### config.mk
export PLATFORM = sky130hd
export DESIGN_NAME = board_judge
export DESIGN_NICKNAME = d
export VERILOG_FILES = /design/src/rtl/board_judge.sv
export SDC_FILE = /design/constraint.sdc
export NUM_CORES = 1
export LEC_CHECK = 0
export BUFFER_PORTS_ARGS = -buffer_cell sky130_fd_sc_hd__buf_4
export CORE_MARGIN = 5
export CORE_UTILIZATION = 59
export CTS_CLUSTER_DIAMETER = 80
export DETAILED_ROUTE_END_ITERATION = 10
export GPL_ROUTABILITY_DRIVEN = 1
export PLACE_DENSITY_LB_ADDON = 0.2
export SKIP_CTS_REPAIR_TIMING = 1
export SYNTH_ARGS = -nofsm -noshare
export SYNTH_HDL_FRONTEND = slang
export SYNTH_SLANG_ARGS = --single-unit
export TNS_END_PERCENT = 30
### constraint.sdc
create_clock -name clk -period 4.2 [get_ports clk]
set_clock_uncertainty 0.1 [all_clocks]
set_input_delay 0.21 -clock clk [delete_from_list [all_inputs] [get_ports clk]]
set_output_delay 0.21 -clock clk [all_outputs]
set_load 0.005 [all_outputs]
### src/rtl/board_judge.sv
// Tic-tac-toe board with move checking and a sequential win/draw line scanner.
// Optional macro BOARD_SCAN_EARLY_EXIT_EN ends a scan on the first winning line.
`timescale 1ns/1ps
module board_judge (
  input  logic       clk,
  input  logic       rst,
  input  logic       clr,
  input  logic       w_e,
  input  logic [3:0] pos,
  input  logic [1:0] player,
  output logic [1:0] cell_state,
  input  logic [3:0] rd_pos,
  output logic [1:0] rd_state,
  output logic       busy,
  output logic       win,
  output logic [1:0] winner,
  output logic       full,
  output logic       err
);

`ifdef BOARD_SCAN_EARLY_EXIT_EN
  localparam bit EARLY_EXIT = 1'b1;
`else
  localparam bit EARLY_EXIT = 1'b0;
`endif

  typedef enum logic {IDLE, SCAN} state_e;

  state_e     state_q, state_d;
  logic [2:0] line_q, line_d;
  logic [1:0] cells_q [9];
  logic       win_q, full_q, err_q;
  logic [1:0] winner_q;

  logic [3:0] idx_a, idx_b, idx_c;
  logic       line_hit, scan_done, accept, board_full, legal_player;

  // Line order: rows, columns, then the two diagonals.
  always_comb begin
    // NOTE: every comb output gets a default first so no latch is inferred.
    idx_a = 4'd0; idx_b = 4'd1; idx_c = 4'd2;
    case (line_q)
      3'd0: begin idx_a = 4'd0; idx_b = 4'd1; idx_c = 4'd2; end
      3'd1: begin idx_a = 4'd3; idx_b = 4'd4; idx_c = 4'd5; end
      3'd2: begin idx_a = 4'd6; idx_b = 4'd7; idx_c = 4'd8; end
      3'd3: begin idx_a = 4'd0; idx_b = 4'd3; idx_c = 4'd6; end
      3'd4: begin idx_a = 4'd1; idx_b = 4'd4; idx_c = 4'd7; end
      3'd5: begin idx_a = 4'd2; idx_b = 4'd5; idx_c = 4'd8; end
      3'd6: begin idx_a = 4'd0; idx_b = 4'd4; idx_c = 4'd8; end
      default: begin idx_a = 4'd2; idx_b = 4'd4; idx_c = 4'd6; end
    endcase
  end

  always_comb begin
    board_full = 1'b1;
    for (int i = 0; i < 9; i++) begin
      if (cells_q[i] == 2'b00) board_full = 1'b0;
    end
  end

  assign line_hit     = (cells_q[idx_a] != 2'b00) &&
                        (cells_q[idx_a] == cells_q[idx_b]) &&
                        (cells_q[idx_a] == cells_q[idx_c]);
  assign scan_done    = (state_q == SCAN) && ((line_q == 3'd7) || (EARLY_EXIT && line_hit));
  assign legal_player = (player == 2'b01) || (player == 2'b10);
  assign accept       = w_e && !clr && (state_q == IDLE) && !win_q && (pos <= 4'd8) &&
                        (cells_q[pos] == 2'b00) && legal_player;

  // State register
  always_ff @(posedge clk or negedge rst) begin
    if (!rst) begin
      state_q <= IDLE;
      line_q  <= 3'd0;
    end else begin
      // NOTE: sequential state is always assigned with <= so every flop samples pre-edge values.
      state_q <= state_d;
      line_q  <= line_d;
    end
  end

  // Next-state logic; clr aborts a scan from any state.
  always_comb begin
    state_d = state_q;
    line_d  = line_q;
    if (clr) begin
      state_d = IDLE;
      line_d  = 3'd0;
    end else begin
      case (state_q)
        IDLE: if (accept) begin
          state_d = SCAN;
          line_d  = 3'd0;
        end
        SCAN: if (scan_done) state_d = IDLE;
              else           line_d  = line_q + 3'd1;
        default: state_d = IDLE;
      endcase
    end
  end

  // Output logic
  always_comb begin
    busy = (state_q == SCAN);
  end

  // Board and verdict registers. A line only latches while win is still clear,
  // so the first winning line is the one that sticks.
  always_ff @(posedge clk or negedge rst) begin
    if (!rst) begin
      // NOTE: the cell array is small and its reset value is architectural, so it is reset.
      for (int i = 0; i < 9; i++) cells_q[i] <= 2'b00;
      win_q    <= 1'b0;
      winner_q <= 2'b00;
      full_q   <= 1'b0;
      err_q    <= 1'b0;
    end else if (clr) begin
      for (int i = 0; i < 9; i++) cells_q[i] <= 2'b00;
      win_q    <= 1'b0;
      winner_q <= 2'b00;
      full_q   <= 1'b0;
      err_q    <= 1'b0;
    end else begin
      err_q <= w_e && !accept;
      for (int i = 0; i < 9; i++) begin
        if (accept && (pos == 4'(i))) cells_q[i] <= player;
      end
      if ((state_q == SCAN) && line_hit && !win_q) begin
        win_q    <= 1'b1;
        winner_q <= cells_q[idx_a];
      end
      if (scan_done) full_q <= board_full;
    end
  end

  assign cell_state = (pos    <= 4'd8) ? cells_q[pos]    : 2'b00;
  assign rd_state   = (rd_pos <= 4'd8) ? cells_q[rd_pos] : 2'b00;
  assign win        = win_q;
  assign winner     = winner_q;
  assign full       = full_q;
  assign err        = err_q;

endmodule

* Word level (Yosys, flattened, before mapping) *
Index checks and enable logic that the tools add are counted.

word-level totals
  RAM bits = 0
  output and inout port bits = 10
  memories kept = 0
  bits in read-only memories = 0
  logic and storage cells = 156
  flip-flop bits (word level) = 27
  input bits = 14
  latch bits = 0

operators by class
  magnitude comparators = 7
  add/subtract/negate cells = 1
  shift operators = 0
  reduce and logical (&&, ||, !) cells = 52
  multiplexer cells = 54
  $mul = 0
  bitwise operators = 6
  eq/ne operators = 21
  divide/modulo/power cells = 0

operators by type and width
  kind                                                                   number
  2-bit 2-to-1 mux                                                       23
  2-bit binary-select mux with 4-bit select                              5
  5-bit greater-or-equal comparator, second input constant               5
  3-bit one-hot mux with 4 select lines                                  2
  2-bit nonzero test                                                     12
  1-bit logical AND                                                      21
  2-bit logical NOT                                                      10
  4-bit NOT with 5-bit output                                            4
  18-bit 2-to-1 mux                                                      1
  1-bit 2-to-1 mux                                                       17
  4-bit by 3-bit equality test with 1-bit output, second input constant  4
  4-bit one-hot mux with 4 select lines                                  1
  3-bit equality test, second input constant                             4
  3-bit 2-to-1 mux                                                       3
  4-bit by 2-bit equality test with 1-bit output, second input constant  2
  4-bit less-or-equal comparator, second input constant                  2
  3-bit by 2-bit equality test with 1-bit output, second input constant  2
  3-bit inequality test, second input constant                           2
  3-bit one-hot mux with 2 select lines                                  1
  3-bit OR reduction                                                     2
  3-bit NOT with 5-bit output                                            1
  2-bit equality test                                                    2
  4-bit by 1-bit equality test with 1-bit output, second input constant  1
  4-bit equality test, second input constant                             1
  11 further kinds                                                       13

* Depth between registers and ports, before layout *
Gate-level depths: netlist of the first run.

  depth after elaboration = 14
  gate-level depth with buffers = 10
  gate-level depth less buffers = 9

* Least setup slack after synthesis of the first run *
No wires, ideal clock.

  path kind = register -> register
  start = register line_q[0]
  end = register winner_q[1], in the netlist winner[1]
  setup time = 0.128 ns
  data arrival time = 2.850 ns
  cell stages (with the launch flop) = 10
  clock period less this slack = 3.077 ns
  buffers on the path = 0
  path slack = 1.123 ns
  data required time = 3.972 ns
  path through = dfrtp_1 > ha_1 > ha_1 > or2_1 > a21oi_1 > a32oi_1 > o2bb2ai_1 > or4b_4 > a2111oi_4 > mux2_1

on the way
  word-level cells in the longest chain between the ends = 13
  elaborated cells between the ends (all ways) = 34
  those cells by class = eq/ne: 8; mux: 14; bitwise: 3; reduce/logical: 9

ends and longest elaborated chain
  element                                                    line    text
  from (decl)                                                30      logic [2:0] line_q, line_d;
  from (signal assigned)                                     77      line_q <= line_d;
  3-bit equality test, or another cell as far along          42      case (line_q)
  3-bit OR reduction (no source line)                        --
  3-bit one-hot mux with 4 select lines                      42
  3-bit NOT with 5-bit output (implied by the code)          129     winner_q <= cells_q[idx_a];
  2-bit binary-select mux with 4-bit select                  129
  2-bit 2-to-1 mux (implied by the code) (2 in series)       129
  2-bit equality test or 2-bit nonzero test (tied branches)  62, 61
  1-bit logical AND                                          61      assign line_hit = (cells_q[idx_a] != 2'b00) &&
  1-bit logical AND                                          62      (cells_q[idx_a] == cells_q[idx_b]) &&
  1-bit logical AND (2 in series)                            127     if ((state_q == SCAN) && line_hit && !win_q) begin
  2-bit nonzero test (no source line)                        --
  to (signal assigned)                                       129
  to (decl)                                                  33      logic [1:0] winner_q;

Several ways; a longest one is shown, not always the timed one. The select of a mux whose other input is x is not followed.
A chain may end at the register's enable or synchronous reset.

* Worst setup path in the final report of the first run *
  start = register line_q[2]
  end = register winner_q[1], in the netlist winner[1]

Same word-level chain as after synthesis.

==> impl_metrics.yaml, run 1 <==
cells_and_area:
  antenna_cells_inserted: 0
  final_net_count: 271
  area_delta_synth_final_pct: 10.66
  finish.cell_count_without_fillers: 295
  final_layout_size_suffix_gt1_frac: 0.1968
sta:
  setup_total_negative_slack_ps: 0
  clock.fmax_ghz: 0.3001
  timing.final.hold_violations: 0
  timing.max_slew.rel_slack: 0.5704
  timing_max_transition_violations_final: 0
  setup_repair_after_global_routing_missed_its_margin: "no"
  setup_violations: 0
  tightestPinTransition_ps: 640.9
  fin_crit_sh: 0.7933
  finalCriticalPeriod_ps: 3332
yosys:
  synth_enable_flop_cells: 0
  post_synth.cell_area_avg_sq_um: 9.148
  synth.distinct_cells: 60
  top_cells_by_area_in_the_synthesized_netlist: "dfrtp_1, mux4_2, a21oi_1"
  synth_top_cells_by_count: "nor2_1, dfrtp_1, a21oi_1"
  synth-warning-count: 0
  yosys.cell_count.top_type: "nor2_1"
  synth_seq_cells: 27
  synthDominantAreaCellType: "dfrtp_1"
  syn_inst: 231
  syn_nets: 252
  synth.top_cell.area_share: 0.3197
  syn_area_sq_um: 2113
  ys_async_sr_fraction: 1.000
  yosysSeqAreaShare: 0.3197
  dominantRegCellSynth: "dfrtp_1"
power:
  power.leakage_nw: 0.9851
  reported_net_switching_power_mw: 0.1302
  share_clk_of_total_power: 0.261
  pwr-share-seq: 0.573
  peakVddDrop_uv: 246.0
  sw_frac_of_total: 0.2816
  pwr-share-comb: 0.165
  report.power.total_mw: 0.4624
  cellPowerDensity_nw_per_um2: 197.7
  cell_internal_pwr_mw: 0.3322
critical_path:
  crit_arrival_ps: 3460
  critPathCaptureType: "register"
  worstSetupPathType: "reg2reg"
  crit_path_cell_trace: "inv_2 > ha_1 > or2_1 > a21oi_1 > a32oi_1 > o2bb2ai_1 > or4b_4 > a2111oi_4 > mux2_1"
  cp.required_ps: 4330
  regToRegSetupSlack_ps: 870
  slowest_stage: "dfrtp_1"
  critPathMaxStageDelay_ps: 640
  worstReg2RegStart: "line_q[2]"
  worstRegToRegCells: 9
  rr_endpoint: "winner[1]"
  critical_path.startpoint_type: "register"
  cp_max_fo: 13
grt:
  grt_overflow_total: 0
  global_route_usage_over_all_layers: 0.2207
  grt_pass1_wl_um: 8790
  first_global_vias: 1799
  grt_antenna_before_repair: 0
  grt_start_max_net_pins: 30
worst_hold_path:
  holdPathEnd: "err"
  cells_on_worst_hold_path: 3
  min_from: "w_e"
  min_path_type: "in2reg"
route:
  detail_route.drc_violations: 0
  drt-pass1-iter-count: 4
  initialDrtViolationCount: 219
  drtAntennaViolNets: 0
  wire_per_inst_um: 17.86
  routed-via-count: 1898
  wirelength_um: 5269
  routed_via_density: 6.434
floorplanning:
  core_region_area_sq_um: 3390
  io_pins: 24
  std_cell_rows: 21
  floorplan.initialDensity: 0.6235
  floorplan.die_area_sq_um: 4879
  dieWidth_um: 69.85
  fp.dieH_um: 69.85
clock_tree:
  cts.path.max_buffers: 2
  cts_sinks: 27
  cts_inserted_buffers: 3
  cts_tree: "yes"
  clock_tree.root_cell: "clkbuf_4"
  cts.htree.levels: 1
  cts.reportedPaths.clkPinSlew_ps: 160
  clk_latency_ps: 330
placement:
  dp.final_hpwl_um: 3830
  globalplace.congestion: 0.9159
  post-place-cells: 290
  port-buffer-count: 23
outcome:
  result_of_the_run: "completed"
run:
  max_cap_viol_count: 0
-- how the worst max path moves through the flow --
| stage | to | startpoint | depth (start not counted) |
|---|---|---|---|
| 3_3_place_gp | winner[1] | line_q[2] | 9 |
| 4_1_cts | winner[1] | line_q[2] | 9 |
| 2_1_floorplan | winner[1] | line_q[0] | 9 |
| 3_5_place_dp | winner[1] | line_q[2] | 9 |
| 5_1_grt | winner[1] | line_q[2] | 9 |
| 6_report | winner[1] | line_q[2] | 9 |
-- final cells by class --
class | count | area [sq um]
multi-input cells | 189 | 1373
fillers | 271 | 1051
flip-flops and latches | 27 | 675.6
repair buffers | 24 | 182.7
well taps | 46 | 57.56
clock buffers | 3 | 22.52
inverters | 5 | 18.77
clock inverters | 1 | 8.758
-- kinds of logic (layout without fill, tap and decap cells) --
group,count (synthesis),count (layout),share of synthesized area
AND/OR/NAND/NOR,97,97,0.2374
AO/OA/AOI/OAI,62,62,0.2096
flip-flops,27,27,0.3197
multiplexers,22,22,0.1569
buffers and inverters,15,33,0.03078
adder cells (fa/ha/maj),7,7,0.04144
XOR/XNOR,1,1,0.004145
-- stage by stage --
step                  util  setup slack (ps)  hold slack (ps)  instance area [sq um]
global placement    0.6777             979.9            41.20                   2297
detailed placement  0.6777             890.5            40.61                   2297
CTS                 0.6870             880.4           -332.1                   2328
global route        0.6899             667.4            45.50                   2338
floorplan                -              1123           -185.6                   2113
finish              0.6899             868.3            41.25                   2338
-- worst max-delay path, delay by kind of cell (launching register included) --
kind	cells	cell delay (ps)
mux	1	360
fa+ha+maj	1	340
flops	1	640
buf+inv	1	110
simple gates	2	790
compound gates	4	900
-- placed cells by master, fill, tap and decap left out, drive strengths merged, types with 2 or more instances in the layout --
| master | netlist | routed |
|---|---|---|
| nor2 | 33 | 33 |
| dfrtp | 27 | 27 |
| a21oi | 27 | 27 |
| buf | 3 | 23 |
| nand2 | 23 | 23 |
| mux2i | 11 | 11 |
| mux4 | 8 | 8 |
| ha | 7 | 7 |
| o21ai | 7 | 7 |
| inv | 5 | 6 |
| nand2b | 5 | 5 |
| nand3 | 5 | 5 |
| o22ai | 5 | 5 |
| nor3b | 5 | 5 |
| nor3 | 5 | 5 |
| and3b | 4 | 4 |
| and3 | 3 | 3 |
| nor2b | 3 | 3 |
| a31oi | 3 | 3 |
| clkbuf | 7 | 3 |
| mux2 | 3 | 3 |
| nand3b | 2 | 2 |
| a211oi | 2 | 2 |
| a2111oi | 2 | 2 |
| o32ai | 2 | 2 |
| or2 | 2 | 2 |
-- sequential cells by signal (all words and copies together), names as in the netlist --
| register | cells |
|---|---|
| err | 1 |
| busy | 1 |
| full | 1 |
| line_q | 3 |
| win | 1 |
| cells_q | 18 |
| winner | 2 |
-- metal layers --
layer	track usage	vias up	part of all wire
met1	0.3197	905	0.41
met3	0.03300	10	0.093
li1	-	893	-
met4	0.07021	0	0.019
met2	0.3389	90	0.48
met5	0	-	0
-- power by group through the flow --
stage | sequential (mW) | combinational (mW) | clock (mW)
floorplan | 0.269 | 0.0493 | 0
global placement | 0.270 | 0.0752 | 0
detailed placement | 0.270 | 0.0754 | 0
CTS | 0.265 | 0.0755 | 0.123
global route | 0.265 | 0.0851 | 0.133
finish | 0.265 | 0.0765 | 0.121
No activity file was read; power rests on OpenSTA's default activity.
==> run 2: changes to the inputs <==
clock period = 3.2 ns   (was 4.2 ns; I/O delays follow)
==> impl_metrics.yaml, run 2 (synthesized netlist as in run 1, its figures left out) <==
critical_path:
  worstSetupPathType: "reg2reg"
  crit_arrival_ps: 3240
  critPathMaxStageDelay_ps: 450
  worstRegToRegCells: 9
  cp.required_ps: 3350
  regToRegSetupSlack_ps: 110
  crit_path_cell_trace: "inv_1 > ha_2 > mux2_4 > mux2i_1 > a211o_1 > a22oi_1 > o2111ai_1 > a2111oi_4 > mux2_1"
  critPathCaptureType: "register"
  slowest_stage: "dfrtp_1"
  worst_setup_path_startpoint: "line_q[1]"
  rr_endpoint: "winner[1]"
  worstReg2RegStart: "line_q[1]"
  cp_max_fo: 9
  bufs_and_invs_on_worst_path: 1
  critical-path-top-delay-family: "compound AO/OA/AOI/OAI gates"
  critical_path.startpoint_type: "register"
clock_tree:
  clock_tree.root_cell: "clkbuf_4"
  clk_latency_ps: 350
  cts.path.max_buffers: 2
  cts.reportedPaths.clkPinSlew_ps: 160
  cts_inserted_buffers: 3
  cts.htree.levels: 1
  cts_tree: "yes"
  cts_sinks: 27
cells_and_area:
  largest_reg_flops: 18
  layout.cells.most_common_list: "nor2_1, buf_4, dfrtp_1, a21oi_1, nand2_1"
  antenna_cells_inserted: 0
  register_with_the_most_flip_flops: "cells_q"
  final_layout_size_suffix_gt1_frac: 0.2422
  fillers: 257
  final_net_count: 278
  area_delta_synth_final_pct: 14.39
  layout_commonest_cell: "nor2_1"
worst_hold_path:
  cells_on_worst_hold_path: 3
  holdPathEnd: "cells_q[1]"
  min_from: "player[1]"
  min_path_type: "in2reg"
grt:
  global_route_usage_over_all_layers: 0.2347
  grt_pass1_wl_um: 9294
  first_global_vias: 1824
  grt_overflow_total: 0
  grt_antenna_before_repair: 0
  grt_start_max_net_pins: 30
floorplanning:
  core_region_area_sq_um: 3390
  dieWidth_um: 69.85
  floorplan.initialDensity: 0.6235
  floorplan.die_area_sq_um: 4879
  std_cell_rows: 21
  fp.dieH_um: 69.85
  io_pins: 24
power:
  peakVddDrop_uv: 204.8
  cellPowerDensity_nw_per_um2: 257.4
  power.leakage_nw: 1.023
route:
  wirelength_um: 5669
  drt-pass1-iter-count: 5
  initialDrtViolationCount: 191
  detail_route.drc_violations: 0
  wire_per_inst_um: 18.77
  routed-via-count: 1940
  routed_via_density: 6.424
  drtAntennaViolNets: 0
sta:
  timing_max_transition_violations_final: 0
  timing.final.hold_violations: 0
  clock.fmax_ghz: 0.3238
  fin_crit_sh: 0.9652
  tightestPinTransition_ps: 645.9
  finalCriticalPeriod_ps: 3089
  setup_repair_after_global_routing_missed_its_margin: "no"
  setup_total_negative_slack_ps: 0
  setup_violations: 0
  worst_hold_margin_ps: 6.084
  timing.max_slew.rel_slack: 0.5685
placement:
  port-buffer-count: 23
  dp.final_hpwl_um: 4061
  globalplace.congestion: 0.9559
outcome:
  result_of_the_run: "completed"
run:
  max_cap_viol_count: 0
## run 2: area by class of cell
cell class                      instances  area [sq um]  share of cell area
Tap cell                               46         57.56             0.02381
Clock buffer                            3         22.52            0.009317
Multi-Input combinational cell        189          1395              0.5771
Inverter                                5         18.77            0.007764
Timing Repair Buffer                   31         237.7             0.09834
Sequential cell                        27         676.9              0.2800
Clock inverter                          1         8.758            0.003623
## run 2: worst register-to-register path: stages, from the launching register on
cell,delay (ps)
dfrtp_1,450
inv_1,110
ha_2,230
mux2_4,340
mux2i_1,140
a211o_1,310
a22oi_1,280
o2111ai_1,250
a2111oi_4,420
mux2_1,350
## run 2: report_power, final
| part | switching (mW) | total [mW] | internal, mW |
|---|---|---|---|
| combinational | 0.0626 | 0.107 | 0.0445 |
| sequential | 0.00422 | 0.348 | 0.344 |
| clock | 0.116 | 0.167 | 0.0513 |
| total | 0.182 | 0.622 | 0.440 |
## run 2: worst max path at each step
stage,endpoint,slack [ps],cells after the start
6_report,winner[1],110,9
4_1_cts,winner[1],20,9
5_1_grt,winner[1],10,9
2_1_floorplan,winner[1],120,9
3_3_place_gp,winner[1],140,9
3_5_place_dp,winner[1],50,9
## run 2: metal layers
layer,GRT usage,up-vias,wire (um)
met1,0.3400,909,2386
li1,-,907,-
met4,0.06596,0,128
met2,0.3683,104,2687
met3,0.03013,20,467
met5,0,-,0
## run 2: stage by stage
stage / utilization / cell area [sq um] / std cells / power (mW) / worst slack, ps
after CTS: 0.7003 / 2374 / 300 / 0.6157 / 21.76
final: 0.7132 / 2417 / 302 / 0.6221 / 111.3
after global placement: 0.6910 / 2342 / 296 / 0.4542 / 136.0
after detailed placement: 0.6910 / 2342 / 296 / 0.4559 / 50.23
after global routing: 0.7132 / 2417 / 302 / 0.6446 / 10.33
after floorplan: - / 2113 / 231 / 0.4177 / 122.8
